`config.mk`:
```
export PLATFORM = sky130hd
export DESIGN_NAME = instr_fetch_unit_flat
export DESIGN_NICKNAME = d
export VERILOG_FILES = /design/src/rtl/instr_fetch_unit_if.sv /design/src/rtl/instr_fetch_unit.sv /design/src/flat_wrapper.sv
export SDC_FILE = /design/constraint.sdc
export NUM_CORES = 1
export LEC_CHECK = 0
export ABC_AREA = 1
export CAP_MARGIN = 10
export CORE_ASPECT_RATIO = 0.7
export CORE_MARGIN = 2
export CORE_UTILIZATION = 40
export DETAILED_ROUTE_END_ITERATION = 12
export PLACE_DENSITY = 0.72
export SLEW_MARGIN = 15
export SYNTH_ARGS = -nofsm -noshare
export SYNTH_HDL_FRONTEND = slang
export SYNTH_SLANG_ARGS = --single-unit
```
`constraint.sdc`:
```
create_clock -name clk -period 5.9 [get_ports clk]
set_input_delay 1.77 -clock clk [delete_from_list [all_inputs] [get_ports clk]]
set_output_delay 1.77 -clock clk [all_outputs]
set_load 0.01 [all_outputs]
```
`src/rtl/instr_fetch_unit_if.sv`:
```
// Fetch-unit bus bundle: instruction-memory req/ack port plus the decode-side
// valid/ready port.
interface instr_fetch_unit_if #(
   parameter int PC_W = 16
);
   logic            imem_req_o;
   logic [PC_W-1:0] imem_addr_o;
   logic            imem_ack_i;
   logic [15:0]     imem_rdata_i;
   logic            instr_valid_o;
   logic [15:0]     instr_o;
   logic [3:0]      opcode_o;
   logic [PC_W-1:0] pc_o;
   logic            id_ready_i;

   modport master (
      output imem_req_o, imem_addr_o, instr_valid_o, instr_o, opcode_o, pc_o,
      input  imem_ack_i, imem_rdata_i, id_ready_i
   );

   modport slave (
      input  imem_req_o, imem_addr_o, instr_valid_o, instr_o, opcode_o, pc_o,
      output imem_ack_i, imem_rdata_i, id_ready_i
   );
endinterface

```
`src/rtl/instr_fetch_unit.sv`:
```
// Fetch stage: owns the PC, fetches 16-bit instructions over req/ack, hands
// them to decode and redirects on taken branches/jumps from execute.
module instr_fetch_unit #(
   parameter int              PC_W     = 16,
   parameter logic [PC_W-1:0] RESET_PC = '0
) (
   input  logic                clk,
   input  logic                rst_n,
   instr_fetch_unit_if.master  bus,
   input  logic                ex_beq_i,
   input  logic                ex_bne_i,
   input  logic                ex_jump_i,
   input  logic                ex_zero_i,
   input  logic [PC_W-1:0]     ex_pc_i,
   input  logic [11:0]         ex_imm_i,
   output logic                redirect_o,
   output logic [15:0]         fetch_count_o
);

   typedef enum logic [1:0] {
      START,
      FETCH,
      VALID,
      DISCARD
   } state_e;

   state_e          state_q, state_d;
   logic            req_q, req_d;
   logic [PC_W-1:0] addr_q, addr_d;
   logic [PC_W-1:0] next_pc_q, next_pc_d;
   logic            valid_q, valid_d;
   logic [15:0]     instr_q, instr_d;
   logic [PC_W-1:0] pc_q, pc_d;
   logic            redirect_q, redirect_d;
   logic [15:0]     count_q, count_d;

   logic            take;
   logic [PC_W-1:0] pc_plus1;
   logic [PC_W-1:0] target;

   assign take     = ex_jump_i | (ex_beq_i & ex_zero_i) | (ex_bne_i & ~ex_zero_i);
   assign pc_plus1 = ex_pc_i + PC_W'(1);

   // Jump keeps the upper PC bits of pc+1; branches use a 4-bit signed offset.
   assign target = ex_jump_i ? {pc_plus1[PC_W-1:12], ex_imm_i}
                             : pc_plus1 + {{(PC_W-4){ex_imm_i[3]}}, ex_imm_i[3:0]};

   always_comb begin
      // NOTE: every variable gets a default first so no path can infer a latch.
      state_d    = state_q;
      req_d      = req_q;
      addr_d     = addr_q;
      next_pc_d  = next_pc_q;
      valid_d    = valid_q;
      instr_d    = instr_q;
      pc_d       = pc_q;
      count_d    = count_q;
      redirect_d = take;

      unique case (state_q)
         START: begin
            req_d   = 1'b1;
            addr_d  = next_pc_q;
            state_d = FETCH;
         end
         FETCH: begin
            if (bus.imem_ack_i) begin
               if (take) begin
                  req_d     = 1'b1;
                  addr_d    = target;
                  next_pc_d = target + PC_W'(1);
               end else begin
                  instr_d   = bus.imem_rdata_i;
                  pc_d      = addr_q;
                  valid_d   = 1'b1;
                  next_pc_d = addr_q + PC_W'(1);
                  req_d     = 1'b0;
                  state_d   = VALID;
               end
            end else if (take) begin
               // The outstanding request cannot be withdrawn; remember where to go.
               next_pc_d = target;
               state_d   = DISCARD;
            end
         end
         VALID: begin
            if (take) begin
               valid_d = 1'b0;
               req_d   = 1'b1;
               addr_d  = target;
               state_d = FETCH;
            end else if (bus.id_ready_i) begin
               count_d = count_q + 16'd1;
               valid_d = 1'b0;
               req_d   = 1'b1;
               addr_d  = next_pc_q;
               state_d = FETCH;
            end
         end
         DISCARD: begin
            if (take) begin
               next_pc_d = target;
            end
            if (bus.imem_ack_i) begin
               req_d   = 1'b1;
               addr_d  = take ? target : next_pc_q;
               state_d = FETCH;
            end
         end
         default: state_d = START;
      endcase
   end

   // NOTE: sequential state uses non-blocking assignments so all flops update together.
   always_ff @(posedge clk or negedge rst_n) begin
      if (!rst_n) begin
         state_q    <= START;
         req_q      <= 1'b0;
         addr_q     <= RESET_PC;
         next_pc_q  <= RESET_PC;
         valid_q    <= 1'b0;
         instr_q    <= '0;
         pc_q       <= '0;
         redirect_q <= 1'b0;
         count_q    <= '0;
      end else begin
         state_q    <= state_d;
         req_q      <= req_d;
         addr_q     <= addr_d;
         next_pc_q  <= next_pc_d;
         valid_q    <= valid_d;
         instr_q    <= instr_d;
         pc_q       <= pc_d;
         redirect_q <= redirect_d;
         count_q    <= count_d;
      end
   end

   assign bus.imem_req_o    = req_q;
   assign bus.imem_addr_o   = addr_q;
   assign bus.instr_valid_o = valid_q;
   assign bus.instr_o       = instr_q;
   assign bus.opcode_o      = instr_q[15:12];
   assign bus.pc_o          = pc_q;
   assign redirect_o        = redirect_q;
   assign fetch_count_o     = count_q;

endmodule

```
`src/flat_wrapper.sv`:
```
// flat-port wrapper written by rule: the top's interface ports become plain ports
module instr_fetch_unit_flat 
#(
   parameter int              PC_W     = 16,
   parameter logic [PC_W-1:0] RESET_PC = '0
)
  (clk, rst_n, ex_beq_i, ex_bne_i, ex_jump_i, ex_zero_i, ex_pc_i, ex_imm_i, redirect_o, fetch_count_o, bus_imem_req_o, bus_imem_addr_o, bus_instr_valid_o, bus_instr_o, bus_opcode_o, bus_pc_o, bus_imem_ack_i, bus_imem_rdata_i, bus_id_ready_i);
  instr_fetch_unit_if #(.PC_W(PC_W)) bus_i ();
  input  logic clk;
  input  logic rst_n;
  input  logic ex_beq_i;
  input  logic ex_bne_i;
  input  logic ex_jump_i;
  input  logic ex_zero_i;
  input  logic [PC_W-1:0] ex_pc_i;
  input  logic [11:0] ex_imm_i;
  output logic redirect_o;
  output logic [15:0] fetch_count_o;
  output wire logic [$bits(bus_i.imem_req_o)-1:0] bus_imem_req_o;
  output wire logic [$bits(bus_i.imem_addr_o)-1:0] bus_imem_addr_o;
  output wire logic [$bits(bus_i.instr_valid_o)-1:0] bus_instr_valid_o;
  output wire logic [$bits(bus_i.instr_o)-1:0] bus_instr_o;
  output wire logic [$bits(bus_i.opcode_o)-1:0] bus_opcode_o;
  output wire logic [$bits(bus_i.pc_o)-1:0] bus_pc_o;
  input wire logic [$bits(bus_i.imem_ack_i)-1:0] bus_imem_ack_i;
  input wire logic [$bits(bus_i.imem_rdata_i)-1:0] bus_imem_rdata_i;
  input wire logic [$bits(bus_i.id_ready_i)-1:0] bus_id_ready_i;
  assign bus_imem_req_o = bus_i.imem_req_o;
  assign bus_imem_addr_o = bus_i.imem_addr_o;
  assign bus_instr_valid_o = bus_i.instr_valid_o;
  assign bus_instr_o = bus_i.instr_o;
  assign bus_opcode_o = bus_i.opcode_o;
  assign bus_pc_o = bus_i.pc_o;
  assign bus_i.imem_ack_i = bus_imem_ack_i;
  assign bus_i.imem_rdata_i = bus_imem_rdata_i;
  assign bus_i.id_ready_i = bus_id_ready_i;
  instr_fetch_unit #(.PC_W(PC_W), .RESET_PC(RESET_PC)) u_core (.clk(clk), .rst_n(rst_n), .bus(bus_i), .ex_beq_i(ex_beq_i), .ex_bne_i(ex_bne_i), .ex_jump_i(ex_jump_i), .ex_zero_i(ex_zero_i), .ex_pc_i(ex_pc_i), .ex_imm_i(ex_imm_i), .redirect_o(redirect_o), .fetch_count_o(fetch_count_o));
endmodule
```
Yosys cells after proc, flatten, opt, wreduce, memory -nomap -nowiden
Cells that the tools add are included.

Input port bits: 52. Register bits after elaboration: 85.

Equal/unequal tests: 10. Bitwise gates (word level): 6. Reductions and logical operators: 9. Add/subtract/negate cells: 5. Muxes and demuxes: 29.

Operators by type and width (number): $mux W16 (9); $add A16 B1 Y16 const B (4); $pmux W16 S4 (1); $pmux W16 S2 (1); $add A16 B16 Y16 (1); $mux W2 (6); $reduce_and A4 Y1 (3); $mux W1 (9); $reduce_and A3 Y1 (3); $pmux W2 S4 (1); $ne A2 B2 Y1 const B (3); $ne A3 B2 Y1 const B (2); $eq A2 B2 Y1 const B (2); $pmux W1 S4 (1); $reduce_bool A2 Y1 (2); $ne A3 B3 Y1 const B (1); $and A1 B1 Y1 (2); $eq A2 B1 Y1 const B (1); $logic_not A2 Y1 (1); $ne A2 B1 Y1 const B (1); $not A1 Y1 (2); $or A1 B1 Y1 (2); $pmux W1 S2 (1).

Longest topological paths before layout
Depth in word-level cells: 7. Mapped depth: 26.

Worst setup path after synthesis
OpenSTA, ideal clock, no wires.

Path kind: input to register. Start point: input port ex_pc_i[0]. End point: register u_core.next_pc_q[15]. Stages: 22. Arrival time: 4.266 ns. Path slack: 1.517 ns. Cell sequence: ha_1 > nand2_1 > nor2_1 > nand3_1 > nor3_1 > xnor2_1 > inv_1 > ha_1 > a21oi_1 > nand2_1 > inv_1 > nand4_1 > nand3_1 > nand2_1 > nand2_1 > o21ai_1 > nor2_2 > nand3_1 > nand2_1 > nand3_1 > nand2_1 > nand2_1.

Longest elaborated chain between the ends: 7. Elaborated cells between the ends (all ways): 8.

RTL lines: from (decl) (line flat_wrapper.sv:15) `input logic [PC_W-1:0] ex_pc_i;`; $add A16 B1 Y16 * (line instr_fetch_unit.sv:42) `assign pc_plus1 = ex_pc_i + PC_W'(1);`; $add A16 B16 Y16 (line instr_fetch_unit.sv:46) `: pc_plus1 + {{(PC_W-4){ex_imm_i[3]}}, ex_imm_i[3:0]};`; $mux W16 * (line instr_fetch_unit.sv:45) `assign target = ex_jump_i ? {pc_plus1[PC_W-1:12], ex_imm_i}`; $add A16 B1 Y16 (line instr_fetch_unit.sv:71) `next_pc_d = target + PC_W'(1);`; $mux W16 (line instr_fetch_unit.sv:68) `if (take) begin`; $mux W16 (line instr_fetch_unit.sv:67) `if (bus.imem_ack_i) begin`; $pmux W16 S2 * (line instr_fetch_unit.sv:60) `unique case (state_q)`; to (signal assigned) (line instr_fetch_unit.sv:130) `next_pc_q <= next_pc_d;`; to (decl) (line instr_fetch_unit.sv:30) `logic [PC_W-1:0] next_pc_q, next_pc_d;`.

Mark *: on every way between the ends. The rest lies on a longest branch, timed or not. A chain may end at the register's enable or synchronous reset.

Final worst setup path
Same ends and word-level chain as after synthesis.

==> tab_implementation.tex <==
\begin{tabular}{lr}
\hline
Metric & Value \\
\hline
\multicolumn{2}{l}{\textbf{Outcome}} \\
Result of the run & finished clean \\
\multicolumn{2}{l}{\textbf{CTS}} \\
Worst-skew pair later-pin latency & 0.34 ns \\
Sinks on Clock Net & 85 \\
Clock input transition at the sequential cells of the worst setup and hold paths & 0.07 ns \\
Number of buffers inserted to repair setup after CTS & 0 \\
Total of cells resized after clock tree synthesis & 0 \\
Max Root-Sink Buffers & 2 \\
Number of H-tree branching levels & 3 \\
Number of CTS-inserted buffers & 9 \\
Root cell of the clock tree & sky130\_fd\_sc\_hd\_\_clkbuf\_16 \\
Hold buffer count at CTS & 0 \\
Clock tree from TritonCTS & done \\
\multicolumn{2}{l}{\textbf{STA}} \\
Unrepaired setup endpoints after global routing & no \\
Final-layout worst hold slack & 0.472 ns \\
Clk\_skew & 0.00484 ns \\
Final period demand of the worst path & 5.14 ns \\
Final-report hold violation count & 0 \\
Max\_slew headroom & 0.475 \\
Total of endpoints with negative setup slack in the final report & 0 \\
Transition at the pin with the smallest max-transition slack & 0.787 ns \\
Final worst path period share & 0.872 \\
Maximum clock rate & 194 MHz \\
Setup\_tns & 0 ns \\
Number of slew-limit violations in the final report & 0 \\
\multicolumn{2}{l}{\textbf{Floorplan}} \\
Height of the die & 107 µm \\
Die area & 16,300 µm² \\
Count of boundary I/O pins & 123 \\
Starting utilization of the core area & 0.411 \\
Width of the die & 152 µm \\
Placeable core region & 14,800 µm² \\
Placement row count & 37 \\
\multicolumn{2}{l}{\textbf{Synthesis}} \\
Top cell type's share of synthesized area & 0.349 \\
Primary flip-flop cell chosen by synthesis mapping & sky130\_fd\_sc\_hd\_\_dfrtp\_1 \\
Synthesis warning total & 0 \\
Number of distinct library cell variants in the gate-level netlist after synthesis & 45 \\
Cell taking the most area after synthesis & sky130\_fd\_sc\_hd\_\_dfrtp\_1 \\
Share of async-settable or async-resettable flops after synthesis & 1.00 \\
Mapped Nets & 952 \\
Fraction of the yosys area taken by sequential cells & 0.349 \\
Mean post-synth cell area & 6.94 µm² \\
Count of state elements after synthesis & 85 \\
Netlist area before placement & 6100 µm² \\
Cell types occupying the most area after synthesis & sky130\_fd\_sc\_hd\_\_dfrtp\_1 35\%, sky130\_fd\_sc\_hd\_\_nand2\_1 18\%, sky130\_fd\_sc\_hd\_\_inv\_1 6.3\% \\
Post-synth EDFFs & 0 \\
Post-synthesis instance total & 878 \\
\multicolumn{2}{l}{\textbf{Drt}} \\
Number of detailed-route iterations in the first pass & 5 \\
DRC errors left & 0 \\
Number of nets with antenna violations after detailed routing & 0 \\
DR vias & 6,098 \\
Mean routed wirelength per cell & 14.3 µm \\
Routed wire length & 17,000 µm \\
DR vias/cell & 5.12 \\
Starting DRT DRC Count & 542 \\
\multicolumn{2}{l}{\textbf{Setup path}} \\
Reg2reg start & u\_core.state\_q[0]\$\_DFFE\_PN0P\_ \\
Critical Path RT & 6.13 ns \\
Crit path launch type & input pin \\
Endpoint kind of the worst setup timing path & flop \\
Launching element of the worst setup path & ex\_pc\_i[0] \\
Reg-to-reg setup timing slack & 3.11 ns \\
FF-to-FF End & u\_core.fetch\_count\_o[15]\$\_DFFE\_PN0P\_ \\
CP max FO & 4 \\
Crit path to & u\_core.next\_pc\_q[15]\$\_DFFE\_PN0P\_ \\
Number of cell instances on the worst register-to-register path & 13 \\
Crit Path Class & in -> reg \\
Arrival time at the worst endpoint & 5.37 ns \\
\multicolumn{2}{l}{\textbf{Min path}} \\
Hold path startpoint & u\_core.bus.instr\_o[2]\$\_DFFE\_PN0P\_ \\
Class of the tightest hold or removal check & reg -> reg \\
\multicolumn{2}{l}{\textbf{Place}} \\
Weighted congestion at the end of routability-driven global placement & 0.895 \\
Detailed Place HPWL & 12,700 µm \\
Input/output buffers & 122 \\
\multicolumn{2}{l}{\textbf{GRT}} \\
Pin count of the biggest net entering global routing & 86 \\
Initial antenna violation count & 0 \\
Vias in the first global route & 5,550 \\
Total Routing Usage GR & 0.215 \\
First-pass GRT wire length & 28,000 µm \\
Total congestion overflow after global routing & 0 \\
\multicolumn{2}{l}{\textbf{Cells and area}} \\
Area taken by multi-input logic gates & 3380 µm² \\
Antenna Cells & 0 \\
Ratio of cells with drive above 1 in the final layout & 0.0793 \\
Total area of sequential cells & 2130 µm² \\
Filler Cells Inserted & 1,457 \\
Final \#Nets & 1,065 \\
Area delta synth->final & 27.4\% \\
\multicolumn{2}{l}{\textbf{Flow run}} \\
Number of max-cap violations & 0 \\
\multicolumn{2}{l}{\textbf{Pwr}} \\
Pleak & 3.84 nW \\
Power density cells & 373 nW/µm² \\
Worst VDD drop & 253 µV \\
\hline
\end{tabular}
[metrics by stage]
step	instances	total power [mW]	utilization	setup WS (ns)	area (µm²)
after floorplan	878	1.69	-	1.52	6100
after global placement	1175	2.30	0.504	0.464	7460
after detailed placement	1175	2.31	0.504	0.438	7460
after CTS	1191	2.91	0.524	0.775	7760
after global routing	1191	3.11	0.524	0.328	7770
final	1191	2.90	0.524	0.758	7770
[metal layers]
metal | track usage | vias to the layer above | part of all wire
met4 | 0.0324 | 0 | 0.012
met3 | 0.0360 | 22 | 0.062
li1 | - | 3036 | -
met1 | 0.332 | 2818 | 0.50
met5 | 0 | - | 0
met2 | 0.322 | 222 | 0.43
[synthesized netlist by cell type, types with 5 or more instances]
library cell               count
sky130_fd_sc_hd__o211ai_1      5
sky130_fd_sc_hd__xnor2_1      11
sky130_fd_sc_hd__a21oi_1      30
sky130_fd_sc_hd__a32oi_1       9
sky130_fd_sc_hd__ha_1         21
sky130_fd_sc_hd__nand3_1      62
sky130_fd_sc_hd__inv_2        12
sky130_fd_sc_hd__o21ai_0      48
sky130_fd_sc_hd__or2_2         7
sky130_fd_sc_hd__clkbuf_1     15
sky130_fd_sc_hd__xor2_1       20
sky130_fd_sc_hd__nor2_4        5
sky130_fd_sc_hd__nor2_1       48
sky130_fd_sc_hd__nor2_2        5
sky130_fd_sc_hd__nand4_1      17
sky130_fd_sc_hd__nand3_2       6
sky130_fd_sc_hd__nand2_1     296
sky130_fd_sc_hd__dfrtp_1      85
sky130_fd_sc_hd__inv_1       102
sky130_fd_sc_hd__nand2_2       8
sky130_fd_sc_hd__o21ai_1      10
sky130_fd_sc_hd__buf_2         6
sky130_fd_sc_hd__nor3_1        9
[sequential cells by signal (all words and copies together), names as in the netlist]
name,flops
u_core.bus.instr_valid_o,1
u_core.redirect_o,1
u_core.bus.imem_req_o,1
u_core.fetch_count_o,16
u_core.bus.instr_o,16
u_core.state_q,2
u_core.next_pc_q,16
u_core.bus.pc_o,16
u_core.bus.imem_addr_o,16
[cell families (layout without fill, tap and decap cells)]
| kind of cell | count (synthesis) | count (layout) | synth area share |
|---|---|---|---|
| AO/OA/AOI/OAI | 123 | 123 | 0.118 |
| XOR/XNOR | 31 | 31 | 0.0445 |
| adder cells (fa/ha/maj) | 22 | 22 | 0.0464 |
| buffers and inverters | 143 | 261 | 0.0973 |
| flip-flops | 85 | 85 | 0.349 |
| AND/OR/NAND/NOR | 474 | 474 | 0.345 |
[area by class of cell]
| cell class | count | share of cell area |
|---|---|---|
| multi-input combinational | 650 | 0.435 |
| sequential | 85 | 0.274 |
| timing repair buffer | 131 | 0.166 |
| inverter | 114 | 0.0551 |
| tap | 195 | 0.0314 |
| clock buffer | 9 | 0.0290 |
| clock inverter | 7 | 0.0101 |
[worst min path at each step]
stage	endpoint	slack, ns	cells past startpoint
finish	u_core.bus.instr_o[2]$_DFFE_PN0P_	0.47	2
global route	u_core.bus.instr_o[11]$_DFFE_PN0P_	0.49	2
CTS	u_core.bus.instr_o[11]$_DFFE_PN0P_	0.47	2
detailed placement	u_core.bus.instr_o[7]$_DFFE_PN0P_	0.46	2
global placement	u_core.bus.instr_o[9]$_DFFE_PN0P_	0.46	2
floorplan	u_core.next_pc_q[14]$_DFFE_PN0P_	0.46	2
[worst max-delay path, cell delays in order]
cell                              delay, ns
sky130_fd_sc_hd__clkdlybuf4s50_1       0.48
sky130_fd_sc_hd__ha_1                  0.18
sky130_fd_sc_hd__nand2_1               0.08
sky130_fd_sc_hd__nor2_1                0.27
sky130_fd_sc_hd__nand3_1               0.23
sky130_fd_sc_hd__nor3_1                0.22
sky130_fd_sc_hd__xnor2_1               0.14
sky130_fd_sc_hd__inv_1                 0.08
sky130_fd_sc_hd__ha_1                  0.34
sky130_fd_sc_hd__nand2_1               0.10
sky130_fd_sc_hd__nor3_1                0.31
sky130_fd_sc_hd__and2_1                0.18
sky130_fd_sc_hd__nand2_1               0.10
sky130_fd_sc_hd__nand3_1               0.10
sky130_fd_sc_hd__nand3_1               0.10
sky130_fd_sc_hd__nand3_1               0.12
sky130_fd_sc_hd__nand2_1               0.10
sky130_fd_sc_hd__nor2_1                0.15
sky130_fd_sc_hd__nand3_1               0.09
sky130_fd_sc_hd__nand2_1               0.07
sky130_fd_sc_hd__nand3_1               0.06
sky130_fd_sc_hd__nand2_1               0.06
sky130_fd_sc_hd__nand2_1               0.04
[where the power goes]
group,internal (mW),total (mW),leakage (nW),switching [mW]
registers,0.809,0.977,1.01,0.168
clock network,0.333,0.582,0.139,0.249
logic,0.612,1.34,2.68,0.730
[cell usage in the layout (no fill, tap or decap), drive strengths merged]
cell / instances
dfrtp: 85
clkinvlp: 3
xor2: 20
or2: 10
o211ai: 5
nor2: 59
o22ai: 3
ha: 21
xnor2: 11
nor3b: 2
o21bai: 2
nand4: 17
inv: 117
o32a: 1
a32oi: 9
bufinv: 1
buf: 10
clkbuf: 9
and2: 2
fa: 1
clkdlybuf4s50: 121
nand2: 304
o21ai: 60
o221ai: 1
a21oi: 34
a211oi: 1
o21a: 4
nor4b: 1
a31oi: 2
nand3: 69
o31ai: 1
nor3: 10
Power figures use the tool's default switching activity.
